## src/rtl/turno_ctrl_if.sv

```systemverilog
// Cell-array bus of the memory-pairs board.
// The master side (turno_ctrl) takes the timing strobe, player picks and the
// cell labels, and drives the per-cell select/par vectors plus game status.
//   tick        timing strobe, one cycle
//   pick_valid  pick request, one-cycle pulse
//   pick_idx    index of the picked cell
//   labels      cell labels, cell i = labels[4i+3:4i]
//   select      per-cell face-up request (level)
//   par         per-cell matched flag (sticky)
//   player      player whose turn it is
//   score0/1    pairs found by each player
//   busy        picks are ignored this cycle
//   game_over   all pairs matched
//   winner      01 p0, 10 p1, 11 tie (valid with game_over)
interface turno_ctrl_if #(
  parameter int N_CELLS = 16
);
  localparam int IW = $clog2(N_CELLS);
  localparam int SW = $clog2(N_CELLS / 2 + 1);

  logic                   tick;
  logic                   pick_valid;
  logic [IW-1:0]          pick_idx;
  logic [4*N_CELLS-1:0]   labels;
  logic [N_CELLS-1:0]     select;
  logic [N_CELLS-1:0]     par;
  logic                   player;
  logic [SW-1:0]          score0;
  logic [SW-1:0]          score1;
  logic                   busy;
  logic                   game_over;
  logic [1:0]             winner;

  modport master (
    input  tick, pick_valid, pick_idx, labels,
    output select, par, player, score0, score1, busy, game_over, winner
  );

  modport slave (
    output tick, pick_valid, pick_idx, labels,
    input  select, par, player, score0, score1, busy, game_over, winner
  );
endinterface

```

## src/rtl/turno_ctrl.sv

```systemverilog
// Turn/pair controller for the memory-pairs board (initiator of the cell bus).
// Accepts picks, turns cards face-up, compares the two labels, scores a match,
// holds a miss face-up for SHOW_TICKS ticks, passes the turn on a miss or after
// TURN_TICKS idle ticks, and flags end of game with the winner.
//   clk_Temp  system clock, rising edge
//   rst       asynchronous reset, active-low
//   bus       turno_ctrl_if master modport (picks/labels in, cell vectors and
//             game status out)
module turno_ctrl #(
  parameter int N_CELLS    = 16,
  parameter int SHOW_TICKS = 2,
  parameter int TURN_TICKS = 10
) (
  input  logic          clk_Temp,
  input  logic          rst,
  turno_ctrl_if.master  bus
);

  localparam int IW   = $clog2(N_CELLS);
  localparam int SW   = $clog2(N_CELLS / 2 + 1);
  localparam int NP   = N_CELLS / 2;
  localparam int TMAX = (TURN_TICKS > SHOW_TICKS) ? TURN_TICKS : SHOW_TICKS;
  localparam int TW   = $clog2(TMAX + 1);

  localparam logic [IW:0]        N_LIM = (IW + 1)'(N_CELLS);
  localparam logic [N_CELLS-1:0] ONE   = N_CELLS'(1);

  typedef enum logic [2:0] {
    S_WAIT1, S_WAIT2, S_CMP, S_MATCH, S_SHOW, S_DONE
  } state_e;

  state_e               state_q, state_d;
  logic [TW-1:0]        timer_q, timer_d;
  logic [IW-1:0]        a_q, a_d;
  logic [IW-1:0]        b_q, b_d;
  logic [N_CELLS-1:0]   select_q, select_d;
  logic [N_CELLS-1:0]   par_q, par_d;
  logic                 player_q, player_d;
  logic [SW-1:0]        score0_q, score0_d;
  logic [SW-1:0]        score1_q, score1_d;
  logic [1:0]           winner_q, winner_d;

  // Decoded conditions shared by the next-state and datapath logic.
  logic                 busy_c;
  logic                 game_over_c;
  logic                 pick_ok;
  logic                 turn_tmo;
  logic                 show_end;
  logic                 labels_eq;
  logic                 all_par;
  logic [N_CELLS-1:0]   pair_mask;
  logic [N_CELLS-1:0]   pick_mask;
  logic [SW-1:0]        score0_inc;
  logic [SW-1:0]        score1_inc;

  always_comb begin
    pick_mask = ONE << bus.pick_idx;
    pair_mask = (ONE << a_q) | (ONE << b_q);
    // The second pick must differ from the first; matched cells are dead.
    pick_ok   = bus.pick_valid && !busy_c
             && ({1'b0, bus.pick_idx} < N_LIM)
             && !par_q[bus.pick_idx]
             && !((state_q == S_WAIT2) && (bus.pick_idx == a_q));
    turn_tmo  = bus.tick && (timer_q == TW'(TURN_TICKS - 1));
    show_end  = bus.tick && (timer_q == TW'(SHOW_TICKS - 1));
    labels_eq = bus.labels[int'(a_q)*4 +: 4] == bus.labels[int'(b_q)*4 +: 4];
    all_par   = &(par_q | pair_mask);
    score0_inc = score0_q;
    score1_inc = score1_q;
    if (!player_q) begin
      if (score0_q < SW'(NP)) score0_inc = score0_q + SW'(1);
    end else begin
      if (score1_q < SW'(NP)) score1_inc = score1_q + SW'(1);
    end
  end

  // State register.
  // NOTE: sequential state is written only with non-blocking assignments so
  // every flop samples the pre-edge values regardless of process order.
  always_ff @(posedge clk_Temp or negedge rst) begin
    if (!rst) state_q <= S_WAIT1;
    else      state_q <= state_d;
  end

  // Next-state logic.
  always_comb begin
    state_d = state_q;
    unique case (state_q)
      S_WAIT1: if (pick_ok) state_d = S_WAIT2;
      S_WAIT2: begin
        if (pick_ok)       state_d = S_CMP;
        else if (turn_tmo) state_d = S_WAIT1;
      end
      S_CMP:   state_d = labels_eq ? S_MATCH : S_SHOW;
      S_MATCH: state_d = all_par ? S_DONE : S_WAIT1;
      S_SHOW:  if (show_end) state_d = S_WAIT1;
      S_DONE:  state_d = S_DONE;
      default: state_d = S_WAIT1;
    endcase
  end

  // Datapath next values.
  // NOTE: every *_d gets its hold value first, so no path through the case
  // leaves a signal unassigned and no latch is inferred.
  always_comb begin
    timer_d  = timer_q;
    a_d      = a_q;
    b_d      = b_q;
    select_d = select_q;
    par_d    = par_q;
    player_d = player_q;
    score0_d = score0_q;
    score1_d = score1_q;
    winner_d = winner_q;
    unique case (state_q)
      S_WAIT1, S_WAIT2: begin
        // A pick beats a concurrent tick or timeout.
        if (pick_ok) begin
          select_d = select_q | pick_mask;
          timer_d  = '0;
          if (state_q == S_WAIT1) a_d = bus.pick_idx;
          else                    b_d = bus.pick_idx;
        end else if (turn_tmo) begin
          select_d = '0;
          player_d = ~player_q;
          timer_d  = '0;
        end else if (bus.tick) begin
          timer_d = timer_q + TW'(1);
        end
      end
      S_CMP: timer_d = '0;
      S_MATCH: begin
        timer_d  = '0;
        par_d    = par_q | pair_mask;
        select_d = select_q & ~pair_mask;
        score0_d = score0_inc;
        score1_d = score1_inc;
        if (all_par) begin
          select_d = '0;
          if (score0_inc > score1_inc)      winner_d = 2'b01;
          else if (score1_inc > score0_inc) winner_d = 2'b10;
          else                              winner_d = 2'b11;
        end
      end
      S_SHOW: begin
        if (show_end) begin
          select_d = select_q & ~pair_mask;
          player_d = ~player_q;
          timer_d  = '0;
        end else if (bus.tick) begin
          timer_d = timer_q + TW'(1);
        end
      end
      S_DONE: select_d = '0;
      default: ;
    endcase
  end

  // Datapath registers; reset drops any face-up cards immediately.
  always_ff @(posedge clk_Temp or negedge rst) begin
    if (!rst) begin
      timer_q  <= '0;
      a_q      <= '0;
      b_q      <= '0;
      select_q <= '0;
      par_q    <= '0;
      player_q <= 1'b0;
      score0_q <= '0;
      score1_q <= '0;
      winner_q <= 2'b00;
    end else begin
      timer_q  <= timer_d;
      a_q      <= a_d;
      b_q      <= b_d;
      select_q <= select_d;
      par_q    <= par_d;
      player_q <= player_d;
      score0_q <= score0_d;
      score1_q <= score1_d;
      winner_q <= winner_d;
    end
  end

  // Output decode.
  always_comb begin
    busy_c      = (state_q == S_CMP) || (state_q == S_MATCH)
               || (state_q == S_SHOW) || (state_q == S_DONE);
    game_over_c = (state_q == S_DONE);
  end

  assign bus.select    = select_q;
  assign bus.par       = par_q;
  assign bus.player    = player_q;
  assign bus.score0    = score0_q;
  assign bus.score1    = score1_q;
  assign bus.busy      = busy_c;
  assign bus.game_over = game_over_c;
  assign bus.winner    = winner_q;

endmodule

```

## src/flat_wrapper.sv

```systemverilog
// flat-port wrapper written by rule: the top's interface ports become plain ports
module turno_ctrl_flat 
#(
  parameter int N_CELLS    = 16,
  parameter int SHOW_TICKS = 2,
  parameter int TURN_TICKS = 10
)
  (clk_Temp, rst, bus_tick, bus_pick_valid, bus_pick_idx, bus_labels, bus_select, bus_par, bus_player, bus_score0, bus_score1, bus_busy, bus_game_over, bus_winner);
  turno_ctrl_if #(.N_CELLS(N_CELLS)) bus_i ();
  input  logic clk_Temp;
  input  logic rst;
  input wire logic [$bits(bus_i.tick)-1:0] bus_tick;
  input wire logic [$bits(bus_i.pick_valid)-1:0] bus_pick_valid;
  input wire logic [$bits(bus_i.pick_idx)-1:0] bus_pick_idx;
  input wire logic [$bits(bus_i.labels)-1:0] bus_labels;
  output wire logic [$bits(bus_i.select)-1:0] bus_select;
  output wire logic [$bits(bus_i.par)-1:0] bus_par;
  output wire logic [$bits(bus_i.player)-1:0] bus_player;
  output wire logic [$bits(bus_i.score0)-1:0] bus_score0;
  output wire logic [$bits(bus_i.score1)-1:0] bus_score1;
  output wire logic [$bits(bus_i.busy)-1:0] bus_busy;
  output wire logic [$bits(bus_i.game_over)-1:0] bus_game_over;
  output wire logic [$bits(bus_i.winner)-1:0] bus_winner;
  assign bus_i.tick = bus_tick;
  assign bus_i.pick_valid = bus_pick_valid;
  assign bus_i.pick_idx = bus_pick_idx;
  assign bus_i.labels = bus_labels;
  assign bus_select = bus_i.select;
  assign bus_par = bus_i.par;
  assign bus_player = bus_i.player;
  assign bus_score0 = bus_i.score0;
  assign bus_score1 = bus_i.score1;
  assign bus_busy = bus_i.busy;
  assign bus_game_over = bus_i.game_over;
  assign bus_winner = bus_i.winner;
  turno_ctrl #(.N_CELLS(N_CELLS), .SHOW_TICKS(SHOW_TICKS), .TURN_TICKS(TURN_TICKS)) u_core (.clk_Temp(clk_Temp), .rst(rst), .bus(bus_i));
endmodule
```

## config.mk

```make
export PLATFORM = sky130hd
export DESIGN_NAME = turno_ctrl_flat
export DESIGN_NICKNAME = d
export VERILOG_FILES = /design/src/rtl/turno_ctrl_if.sv /design/src/rtl/turno_ctrl.sv /design/src/flat_wrapper.sv
export SDC_FILE = /design/constraint.sdc
export NUM_CORES = 1
export LEC_CHECK = 0
export BUFFER_PORTS_ARGS = -buffer_cell sky130_fd_sc_hd__buf_2
export CORE_MARGIN = 2
export CORE_UTILIZATION = 40
export DETAILED_ROUTE_END_ITERATION = 16
export SETUP_SLACK_MARGIN = 0.4
export SYNTH_ARGS = -nofsm -noshare
export SYNTH_HDL_FRONTEND = slang
export SYNTH_SLANG_ARGS = --single-unit
```

## constraint.sdc

```tcl
create_clock -name clk_Temp -period 3.5 [get_ports clk_Temp]
set_clock_uncertainty 0.2 [all_clocks]
set_input_delay 0.7 -clock clk_Temp [delete_from_list [all_inputs] [get_ports clk_Temp]]
set_output_delay 0.7 -clock clk_Temp [all_outputs]
set_load 0.02 [all_outputs]
```

==> metrics.txt <==
Mapped Nets 494; reg2reg path depth 9; DR iter-0 viols 344; largest cells by area after synthesis dfrtp_1 34%, mux4_2 17%, a22oi_1 4.5%, nand2_1 3.1%, a21oi_1 2.9%; post-route ant nets 0; crit path capture type flop; Max Cap Viol 0; initial antenna violation count 0; min-delay worst type in2async; CP max FO 6; worst path arrival time 3.00 ns; 1st-pass router iterations 5; Die ar. approximately 12,000 µm²; initial core utilization 0.414; Main synth FF type dfrtp_1; Async S/R FF share, synth 1.00; vias in the first global route 3,932; Synth area leader dfrtp_1; most used cell, CP mux4_2; Synthesis Warnings 0; Flop pwr share 0.253; Via-to-Cell Ratio 5.96; PD cells between 900 and 1000 nW/µm²; status finished clean; Startpoint Class input pin; top-count cell post-synth dfrtp_1; Hold Buf Count CTS 0; Clock power frac 0.147; area of the multi-input gates 2690 µm²; Root Buffer clkbuf_8; WL met1 just under 6 mm; metal2 WL 6.15 mm; Worst Tran Pin Value 0.588 ns; max incr delay on CP about 0.52 ns; WL/cell about 20 µm; Crit path required time 3.53 ns; FF+latch count, synth 58; Worst Setup Path Type in2reg; CTS tree done; Clk Latency, worst-skew pair 0.35 ns; IO buf count ~120; total core area 10,400 µm²; fillers ~960; setup TNS 0 ns; drt drc 0; synth-to-layout area growth 25.2%; RSZ-0062 raised after global routing no; mapped cell area about 4300 µm²; largest net degree at the start of global routing 41; Max Used Layer met4; FF/Latch Area around 1500 µm²; total track usage 0.232; number of cells produced by synthesis approximately 410; Final Cycle Share 0.848; ratio of cells with drive above 1 in the final layout 0.398; Final nets 613; # diodes 0; chip width 108 µm; CP max stage cell mux4_2; endpoints failing setup 0; first-pass GRT wire length 20.9 mm; unique cell type count in the Yosys netlist 55; clock-pin slew on the worst setup and hold paths approximately 0.070 ns; Max-slew headroom 0.606; fmax ~340 MHz; Die Ht 108 µm; Period minus WS final 2.97 ns; worst-case clock buffer depth 2; std cell rows 37; HPWL Detailed 9.95 mm; CTS buffer count 9; total gr overflow 0; H-tree Lvls 3; worst path cell trace buf_2, mux4_2, mux4_2, or2_4, a21oi_4, nand2_2, nor2_4, mux2_4; Peak VDD IR 0.435 mV; Slew Viols, Final 0; Non-Filler Instances 674; fin util 0.518; CTS Sinks 58; DR vias about 4,000; Int Pwr 2730 µW; Total Wirelength 13.2 mm; Hold Vio Cnt, Final 0; Mean Syn Cell Area 10.4 µm²; register area share after synthesis 0.337; Boundary Pins 117; GP Congestion between 0.9 and 1; Pleak 0.00248 µW; Switch Pwr 2230 µW; number of flops mapped to enable cells by yosys 0; switch share 0.450; Gate power share 0.600; commonest cells in the netlist 58 x dfrtp_1, 36 x nand2_1, 33 x mux4_2; total power after layout 4970 µW; placed insts 657; top cell type's share of synthesized area 0.337; WL met3 890 µm
## area by class of cell
class / instances / area share
inverters: 10 / 0.00696
clock inverters: 4 / 0.0137
clock buffers: 12 / 0.0288
multi-input cells: 311 / 0.498
flip-flops and latches: 58 / 0.269
well taps: 136 / 0.0315
repair buffers: 143 / 0.152
## logic make-up after synthesis
kind of cell | after synthesis | synth area share
mux | 50 | 0.226
flops | 58 | 0.337
simple gates | 111 | 0.127
compound gates | 121 | 0.201
xor+xnor | 21 | 0.0427
buf+inv | 45 | 0.0441
fa+ha+maj | 8 | 0.0232
## layer usage
metal	global-route usage	vias to the layer above
li1	-	1816
met1	0.326	1981
met2	0.371	197
met3	0.0339	23
met4	0.0723	0
met5	0	-
## per-stage QoR
step / setup slack [ns] / hold slack (ns) / area, µm²
6_report: 0.533 / 0.0905 / 5400
2_1_floorplan: 0.400 / 0.204 / 4340
3_3_place_gp: 0.192 / 0.305 / 5160
3_5_place_dp: 0.138 / 0.318 / 5160
4_1_cts: 0.477 / 0.0978 / 5390
5_1_grt: 0.404 / 0.124 / 5400
## power groups by stage
stage	clock [µW]	sequential, µW	combinational [µW]
floorplan	0	1280	1980
global placement	0	1260	2920
detailed placement	0	1260	2950
CTS	737	1260	2970
global route	760	1300	3250
finish	730	1260	2980
## what timing repair did
action,in CTS,in global routing
endpoints found under the setup margin,0,10
setup buffers,0,1
resized for setup,0,2
## worst max-delay path: cells and delay by family
| family | cells | cell delay (ns) |
|---|---|---|
| AND/OR/NAND/NOR | 3 | 0.62 |
| AO/OA/AOI/OAI | 1 | 0.19 |
| multiplexers | 3 | 1.31 |
| buffers and inverters | 1 | 0.18 |
## path summary, 6_finish.rpt
path | start | end | slack [ns]
setup / recovery | bus_pick_idx[0] | u_core.a_q[2]$_DFFE_PN0P_ | 0.53
hold / removal | rst | u_core.bus.score1[2]$_DFFE_PN0P_ | 0.09
setup reg to reg | u_core.a_q[1]$_DFFE_PN0P_ | u_core.state_q[2]$_DFFE_PN0P_ | 0.56
hold reg to reg | u_core.bus.select[0]$_DFFE_PN0P_ | u_core.bus.select[0]$_DFFE_PN0P_ | 0.33
max in group asynchronous | rst | u_core.bus.par[7]$_DFFE_PN0P_ | 2.13
min in group clk_Temp | u_core.bus.select[0]$_DFFE_PN0P_ | u_core.bus.select[0]$_DFFE_PN0P_ | 0.33
## flip-flops by register name, indices dropped and copies added (netlist names)
| register | count |
|---|---|
| u_core.timer_q | 4 |
| u_core.bus.select | 16 |
| u_core.bus.score0 | 4 |
| u_core.state_q | 3 |
| u_core.bus.winner | 2 |
| u_core.bus.player | 1 |
| u_core.bus.par | 16 |
| u_core.a_q | 4 |
| u_core.bus.score1 | 4 |
| u_core.b_q | 4 |
## placed cells by master, fill, tap and decap left out, types with 8 or more instances in the layout
cell	netlist	final
buf_2	10	116
dfrtp_1	58	57
mux4_2	33	36
nand2_1	36	35
nor2_1	29	29
a22oi_1	26	26
a21oi_1	25	25
buf_4	0	24
nor2b_1	15	15
xor2_1	12	12
a221oi_1	12	12
o21bai_1	11	11
clkbuf_8	0	11
inv_1	10	10
xnor2_1	9	9
a31oi_1	8	8
o21ai_0	8	8
ha_1	8	8
Note: power is estimated with default switching activity, not from simulation.
